==> config.mk <==
export PLATFORM = sky130hd
export DESIGN_NAME = mux_2to1_6bit
export DESIGN_NICKNAME = d
export VERILOG_FILES = /design/src/rtl/mux_2to1_6bit.sv
export SDC_FILE = /design/constraint.sdc
export NUM_CORES = 1
export LEC_CHECK = 0
export CAP_MARGIN = 30
export CORE_AREA = 5 5 42 44
export CTS_BUF_LIST = sky130_fd_sc_hd__clkbuf_2 sky130_fd_sc_hd__clkbuf_4 sky130_fd_sc_hd__clkbuf_8
export DETAILED_ROUTE_END_ITERATION = 6
export DIE_AREA = 0 0 47 49
export PLACE_DENSITY = 0.72
export SYNTH_ARGS = -nofsm -noshare
export SYNTH_HDL_FRONTEND = slang
export SYNTH_SLANG_ARGS = --single-unit
==> constraint.sdc <==
create_clock -name clk -period 0.8 [get_ports clk]
set_input_delay 0.08 -clock clk [delete_from_list [all_inputs] [get_ports clk]]
set_output_delay 0.08 -clock clk [all_outputs]
set_load 0.05 [all_outputs]
==> src/rtl/mux_2to1_6bit.sv <==
// Registered 2-to-1 selector with captured select and a select-change pulse.
// All outputs come from flops; nothing passes combinationally from input to output.
module mux_2to1_6bit #(
  parameter int unsigned          WIDTH     = 6,
  parameter logic [WIDTH-1:0]     RESET_VAL = '0
) (
  input  logic             clk,
  input  logic             rst,
  input  logic [WIDTH-1:0] i0,
  input  logic [WIDTH-1:0] i1,
  input  logic             sel,
  input  logic             en,
  output logic [WIDTH-1:0] out,
  output logic             sel_q,
  output logic             sel_chg
);

  logic             sel_n;
  logic [WIDTH-1:0] data_n;

  // An unknown sel falls into the else branch, so it resolves to 0 / i0
  // and neither out nor sel_q can pick up an X from it.
  always_comb begin
    sel_n  = 1'b0;
    data_n = i0;
    if (sel) begin
      sel_n  = 1'b1;
      data_n = i1;
    end
  end

  always_ff @(posedge clk) begin
    if (rst) begin
      out     <= RESET_VAL;
      sel_q   <= 1'b0;
      sel_chg <= 1'b0;
    end else if (en) begin
      out     <= data_n;
      sel_q   <= sel_n;
      sel_chg <= (sel_n != sel_q);
    end else begin
      sel_chg <= 1'b0;
    end
  end

endmodule

==> flow_summary.toml, run 1 <==
[worst_setup_path]
crit_path_end = "sel_q"
crit_arrival_ns = 0.75
path_buf_inv = 1
r2r-start = "sel_q"
crit_path_top_delay_cell = "dfxtp_4"
critical_path.top_delay_family = "flip-flops"
required_ns = 0.72
path_class = "reg -> out"
r2r_cells = 2
cp-startpoint = "sel_q"
end_kind = "primary output"
cp_slowest_stage_delay_ns = 0.35
crit_fanout = 3
rr_endpoint = "sel_chg"
cp_num_cells = 1
worstPathCellList = "buf_12"
startpoint_type = "register"
r2r_slack_ns = 0.09

[global_route]
grt_use_total_pct = 9.03
first_global_vias = 347
grt_max_degree = 10
antenna_found_initial = 0
overflow = 0
grt_pass1_wl_microns = 1480

[cells_and_area]
nets = 78
layout-drive-gt1-share_pct = 39.3
antennaDiodeCount = 0
syn_to_final_growth_pct = 118
final_core_util_pct = 53.6

[synth]
synth-seq-cells = 8
ys_seq_area_share_pct = 46.5
ys.flop_type = "dfxtp_1"
synth_most_common_cell = "dfxtp_1"
synth_cell_types = 8
yosys.area.top_type_share_pct = 46.5
ys_top_cells_by_area = "dfxtp_1 (47%), mux2i_1 (20%), a211oi_1 (13%), nor2_1 (7.6%), buf_6 (6.5%)"
synth-edff-count = 0
synth_cells = 33
avgSynthCellArea_sq_um = 10.4
synth_nets = 49
ys.warnings.count = 0
async_reset_ff_share_pct = 0
syn_area_sq_um = 344
synth_top_cell_by_area = "dfxtp_1"
ys_top_cells_by_count = "dfxtp_1 (8), mux2i_1 (7), nor2_1 (7)"

[sta]
setup_ws_ns = -0.0293
setup_viol = 7
post-route-min-period_ns = 0.829
rsz0062_at_grt = "true"
finalSetupTns_ns = -0.179
worst_pin_slew_ns = 0.321
relSlewSlack_pct = 78.6
fin_worst_skew_ns = 0.0000699
max_freq_mhz = 1210
hold_viol_final = 0
final_min_period_over_clock_period_pct = 104
slew_violations = 0

[hold_path]
hold_depth = 2
hold_path.class = "in -> reg"

[clocking]
cts_hold_buffers = 0
cts_tree = "yes"
cts_max_level = 1
clkLatencyLatePin_ns = 0.25
cts_buffers = 3
cts_buffer_depth = 2
cts.sinks = 8
post-cts-setup-buffer-count = 0
clockRootBuffer = "clkbuf_4"
clkSlewWorstSetupHoldPaths_ns = 0.05

[outcome]
violations = "setup timing"
outcome = "complete, but fails checks"

[run]
max-cap-violations = 0

[floorplan]
start_util_pct = 24.6
num_rows = 14
pin_count = 24
die_h_microns = 49
die_area_sq_um = 2300
die_w_microns = 47
design.core.area_sq_um = 1400

[drt]
ant_nets = 0
wl_microns = 931
firstDrtPassIters = 3
route.vias.total = 341
avgRoutedWirePerCell_microns = 12.1
drtIter0Drc = 1
via_per_inst = 4.43
drc = 0

[place]
io_buffer_count = 23
gp_congestion = 0.629

[pwr]
leakagePower_nw = 0.317
pwr_density_cell_nw_per_um2 = 1600
ir_drop_uv = 715
-- logic make-up after synthesis --
family | synth area share [%]
DFF | 46.5
and+or+nand+nor | 9.82
muxes | 20.4
AOI/OAI and AO/OA | 13.1
buffers and inverters | 7.63
xor gates and xnor gates | 2.55
-- sequential cells by signal, summed over array words and instances, names as in the netlist --
signal   flops
out          6
sel_chg      1
sel_q        1
-- power breakdown --
group	switching, mW	total [mW]	internal, mW
combinational	0.166	0.383	0.217
clock	0.144	0.369	0.225
sequential	0.0296	0.453	0.423
-- layout by cell type (no fill, tap or decap) --
cell	n
nor3b_1	1
nor2_1	7
clkdlybuf4s50_1	12
dfxtp_4	7
buf_6	4
dfxtp_2	1
mux2i_1	7
dlymetal6s2s_1	1
buf_12	8
dlygate4sd2_1	2
xnor2_1	1
a211oi_1	6
clkbuf_4	4
-- per-stage QoR --
| stage | setup slack, ns | cell area, sq um | hold slack, ns | power [mW] | cells |
|---|---|---|---|---|---|
| 2_1_floorplan | 0.0545 | 370 | 0.253 | 0.622 | 33 |
| 3_5_place_dp | -0.355 | 704 | 0.512 | 0.842 | 73 |
| 4_1_cts | -0.0437 | 748 | 0.293 | 1.23 | 77 |
| 6_report | -0.0293 | 751 | 0.199 | 1.20 | 77 |
| 3_3_place_gp | -0.317 | 704 | 0.509 | 0.837 | 73 |
| 5_1_grt | -0.0603 | 751 | 0.214 | 1.27 | 77 |
-- per-layer routing --
layer | track usage, % | up-vias | wire length [microns]
li1 | - | 174 | -
met1 | 9.49 | 155 | 347
met2 | 14.3 | 12 | 501
met3 | 4.80 | 0 | 82
met4 | 4.15 | 0 | 0
met5 | 0 | - | 0
-- repair_timing --
| action | 4_1_cts | 5_1_grt |
|---|---|---|
| gates resized for setup | 7 | 1 |
| setup endpoints to repair | 15 | 9 |
| pin swaps | 1 | 0 |
-- cell type report --
cell class	count	area, sq um
timing repair buffer	27	355
clock buffer	4	30.0
fill	137	651
sequential	8	188
multi-input combinational	22	158
tap	16	20.0
-- how the worst min path moves through the flow --
stage                      start     end  slack [ns]
after floorplan               en  out[2]        0.25
after global placement    out[2]  out[2]        0.51
after detailed placement  out[0]  out[0]        0.51
after CTS                     en  out[3]        0.29
after global routing         rst   sel_q        0.21
final                        rst   sel_q        0.20
No activity file was read; power rests on OpenSTA's default activity.
==> inputs of run 2 (changes only) <==
Settings changed: ABC_AREA from default to 1, PLACE_DENSITY 0.72 to 0.76.
==> flow_summary.toml, run 2 <==
[worst_setup_path]
path_class = "reg -> out"
crit_path_end = "out[5]"
worstPathCellList = "buf_12"
r2r-start = "sel_q"
path_buf_inv = 1
end_kind = "primary output"
cp_num_cells = 1
r2r_cells = 4
rr_endpoint = "sel_chg"
critical_path.top_delay_family = "flip-flops"
cp_slowest_stage_delay_ns = 0.35
startpoint_type = "register"
r2r_slack_ns = 0.06
crit_arrival_ns = 0.74
cp-startpoint = "out[5]"
crit_fanout = 2
crit_path_top_delay_cell = "dfxtp_2"
required_ns = 0.72

[global_route]
antenna_found_initial = 0
grt_pass1_wl_microns = 1640
grt_use_total_pct = 10.0
first_global_vias = 412
overflow = 0
grt_max_degree = 9

[pwr]
p_clk_share_pct = 25.8
power.total_mw = 1.16
ir_drop_uv = 908
p_comb_share_pct = 34.6
switching_share_pct = 29.5
p_seq_share_pct = 39.6
leakagePower_nw = 0.374
switchingPower_mw = 0.342
pwr_density_cell_nw_per_um2 = 1490
p_int_mw = 0.820

[sta]
setup_ws_ns = -0.0191
worst_pin_slew_ns = 0.179
final_min_period_over_clock_period_pct = 102
max_freq_mhz = 1220
setup_viol = 7
hold_viol_final = 0
slew_violations = 0
relSlewSlack_pct = 88.0
fin_worst_skew_ns = 0.00000988
post-route-min-period_ns = 0.819
rsz0062_at_grt = "true"

[synth]
ys.flop_type = "dfxtp_1"
synth_top_cell_by_area = "dfxtp_1"
ys_top_cells_by_count = "nor2_1 (22), nand2_1 (12), dfxtp_1 (8), inv_1 (8), o21ai_0 (7)"
synth_nets = 77
syn_area_sq_um = 387
synth-seq-cells = 8
synth_most_common_cell = "nor2_1"
ys_top_cells_by_area = "dfxtp_1 (41%), nor2_1 (21%), nand2_1 (12%), o21ai_0 (9.1%), inv_1 (7.8%)"
synth-edff-count = 0
ys.warnings.count = 0
ys_seq_area_share_pct = 41.4
avgSynthCellArea_sq_um = 6.34
yosys.area.top_type_share_pct = 41.4
async_reset_ff_share_pct = 0
synth_cells = 61
synth_cell_types = 8

[drt]
wl_microns = 1020
ant_nets = 0
firstDrtPassIters = 2
route.vias.total = 456
drtIter0Drc = 7
avgRoutedWirePerCell_microns = 9.53
drc = 0
via_per_inst = 4.26

[clocking]
cts_max_level = 1
cts_buffers = 3
clockRootBuffer = "clkbuf_4"
clkSlewWorstSetupHoldPaths_ns = 0.05
cts_tree = "yes"
cts.sinks = 8
cts_buffer_depth = 2
clkLatencyLatePin_ns = 0.25

[floorplan]
num_rows = 14
die_w_microns = 47
die_h_microns = 49
start_util_pct = 27.6
pin_count = 24
design.core.area_sq_um = 1400
die_area_sq_um = 2300

[cells_and_area]
most-common-layout-cells = "nor2_1 (21), clkdlybuf4s50_1 (13), nand2_1 (12), inv_1 (8), buf_12 (8)"
top_register = "out"
largestRegisters = "out x6, sel_chg x1, sel_q x1"
fin_cells = 107
final_common_cell = "nor2_1"
antennaDiodeCount = 0
layout-drive-gt1-share_pct = 29.7
syn_to_final_growth_pct = 102
nets = 109
largest_reg_flops = 6

[place]
dp_cells = 101
place_hpwl_microns = 819
gp_congestion = 0.736
io_buffer_count = 23
place_ws_ns = -0.304

[run]
max-cap-violations = 0

[outcome]
outcome = "complete, but fails checks"
violations = "setup timing"

[hold_path]
hold_path.class = "in -> reg"
==> run 2: how the worst min path moves through the flow <==
stage                start  endpoint  cells past startpoint
finish                 sel   sel_chg                      4
global placement     sel_q   sel_chg                      2
global route            en     sel_q                      5
detailed placement  out[0]    out[0]                      2
floorplan               en    out[0]                      2
CTS                     en   sel_chg                      4
==> run 2: what timing repair did <==
item	4_1_cts	5_1_grt
setup buffers	1	0
resized for setup	8	1
hold buffers	0	0
endpoints found under the setup margin	10	9
cloned	2	0
pin swaps	1	1
==> run 2: layout make-up <==
cell class / instances / area [sq um]
fill: 149 / 621
sequential: 8 / 173
timing repair buffer: 29 / 359
clock buffer: 3 / 22.5
inverter: 8 / 30.0
multi-input combinational: 43 / 176
tap: 16 / 20.0
==> run 2: metrics by stage <==
stage / util [%] / hold WS, ns / instance area (sq um) / setup TNS, ns
final: 55.7 / 0.406 / 781 / -0.102
after global routing: 55.7 / 0.437 / 781 / -0.275
after CTS: 55.4 / 0.402 / 777 / -0.139
after detailed placement: 51.8 / 0.530 / 726 / -1.96
after global placement: 51.8 / 0.520 / 726 / -1.78
after floorplan: - / 0.263 / 395 / 0
==> run 2: logic make-up (layout without fill, tap and decap cells) <==
logic type | count (synthesis) | after routing | synth area share (%)
AO/OA/AOI/OAI | 7 | 7 | 9.06
buffers and inverters | 10 | 40 | 13.6
flip-flops | 8 | 8 | 41.4
AND/OR/NAND/NOR | 36 | 36 | 35.9
==> run 2: tightest hold or removal path: cells and delay by family <==
family                 cells  cell delay, ns
buffers and inverters      2            0.42
AND/OR/NAND/NOR            2            0.13
==> run 2: per-layer routing <==
layer | up-vias | GRT usage, % | wire, microns
li1 | 242 | - | -
met1 | 188 | 11.2 | 398
met2 | 22 | 14.7 | 472
met3 | 4 | 1.85 | 115
met4 | 0 | 9.68 | 33
met5 | - | 0 | 0
==> run 2: power by group through the flow <==
stage                     clock (mW)  sequential [mW]  combinational, mW
after floorplan                    0            0.552             0.0830
after global placement             0            0.469              0.381
after detailed placement           0            0.472              0.386
after CTS                      0.304            0.461              0.404
after global routing           0.329            0.464              0.429
final                          0.300            0.461              0.402
==> inputs of run 3 (changes only) <==
Settings changed: CAP_MARGIN 30 to default.
==> results of run 3 <==
Same layout as run 2: the final DEF is identical, and so are final timing and power.
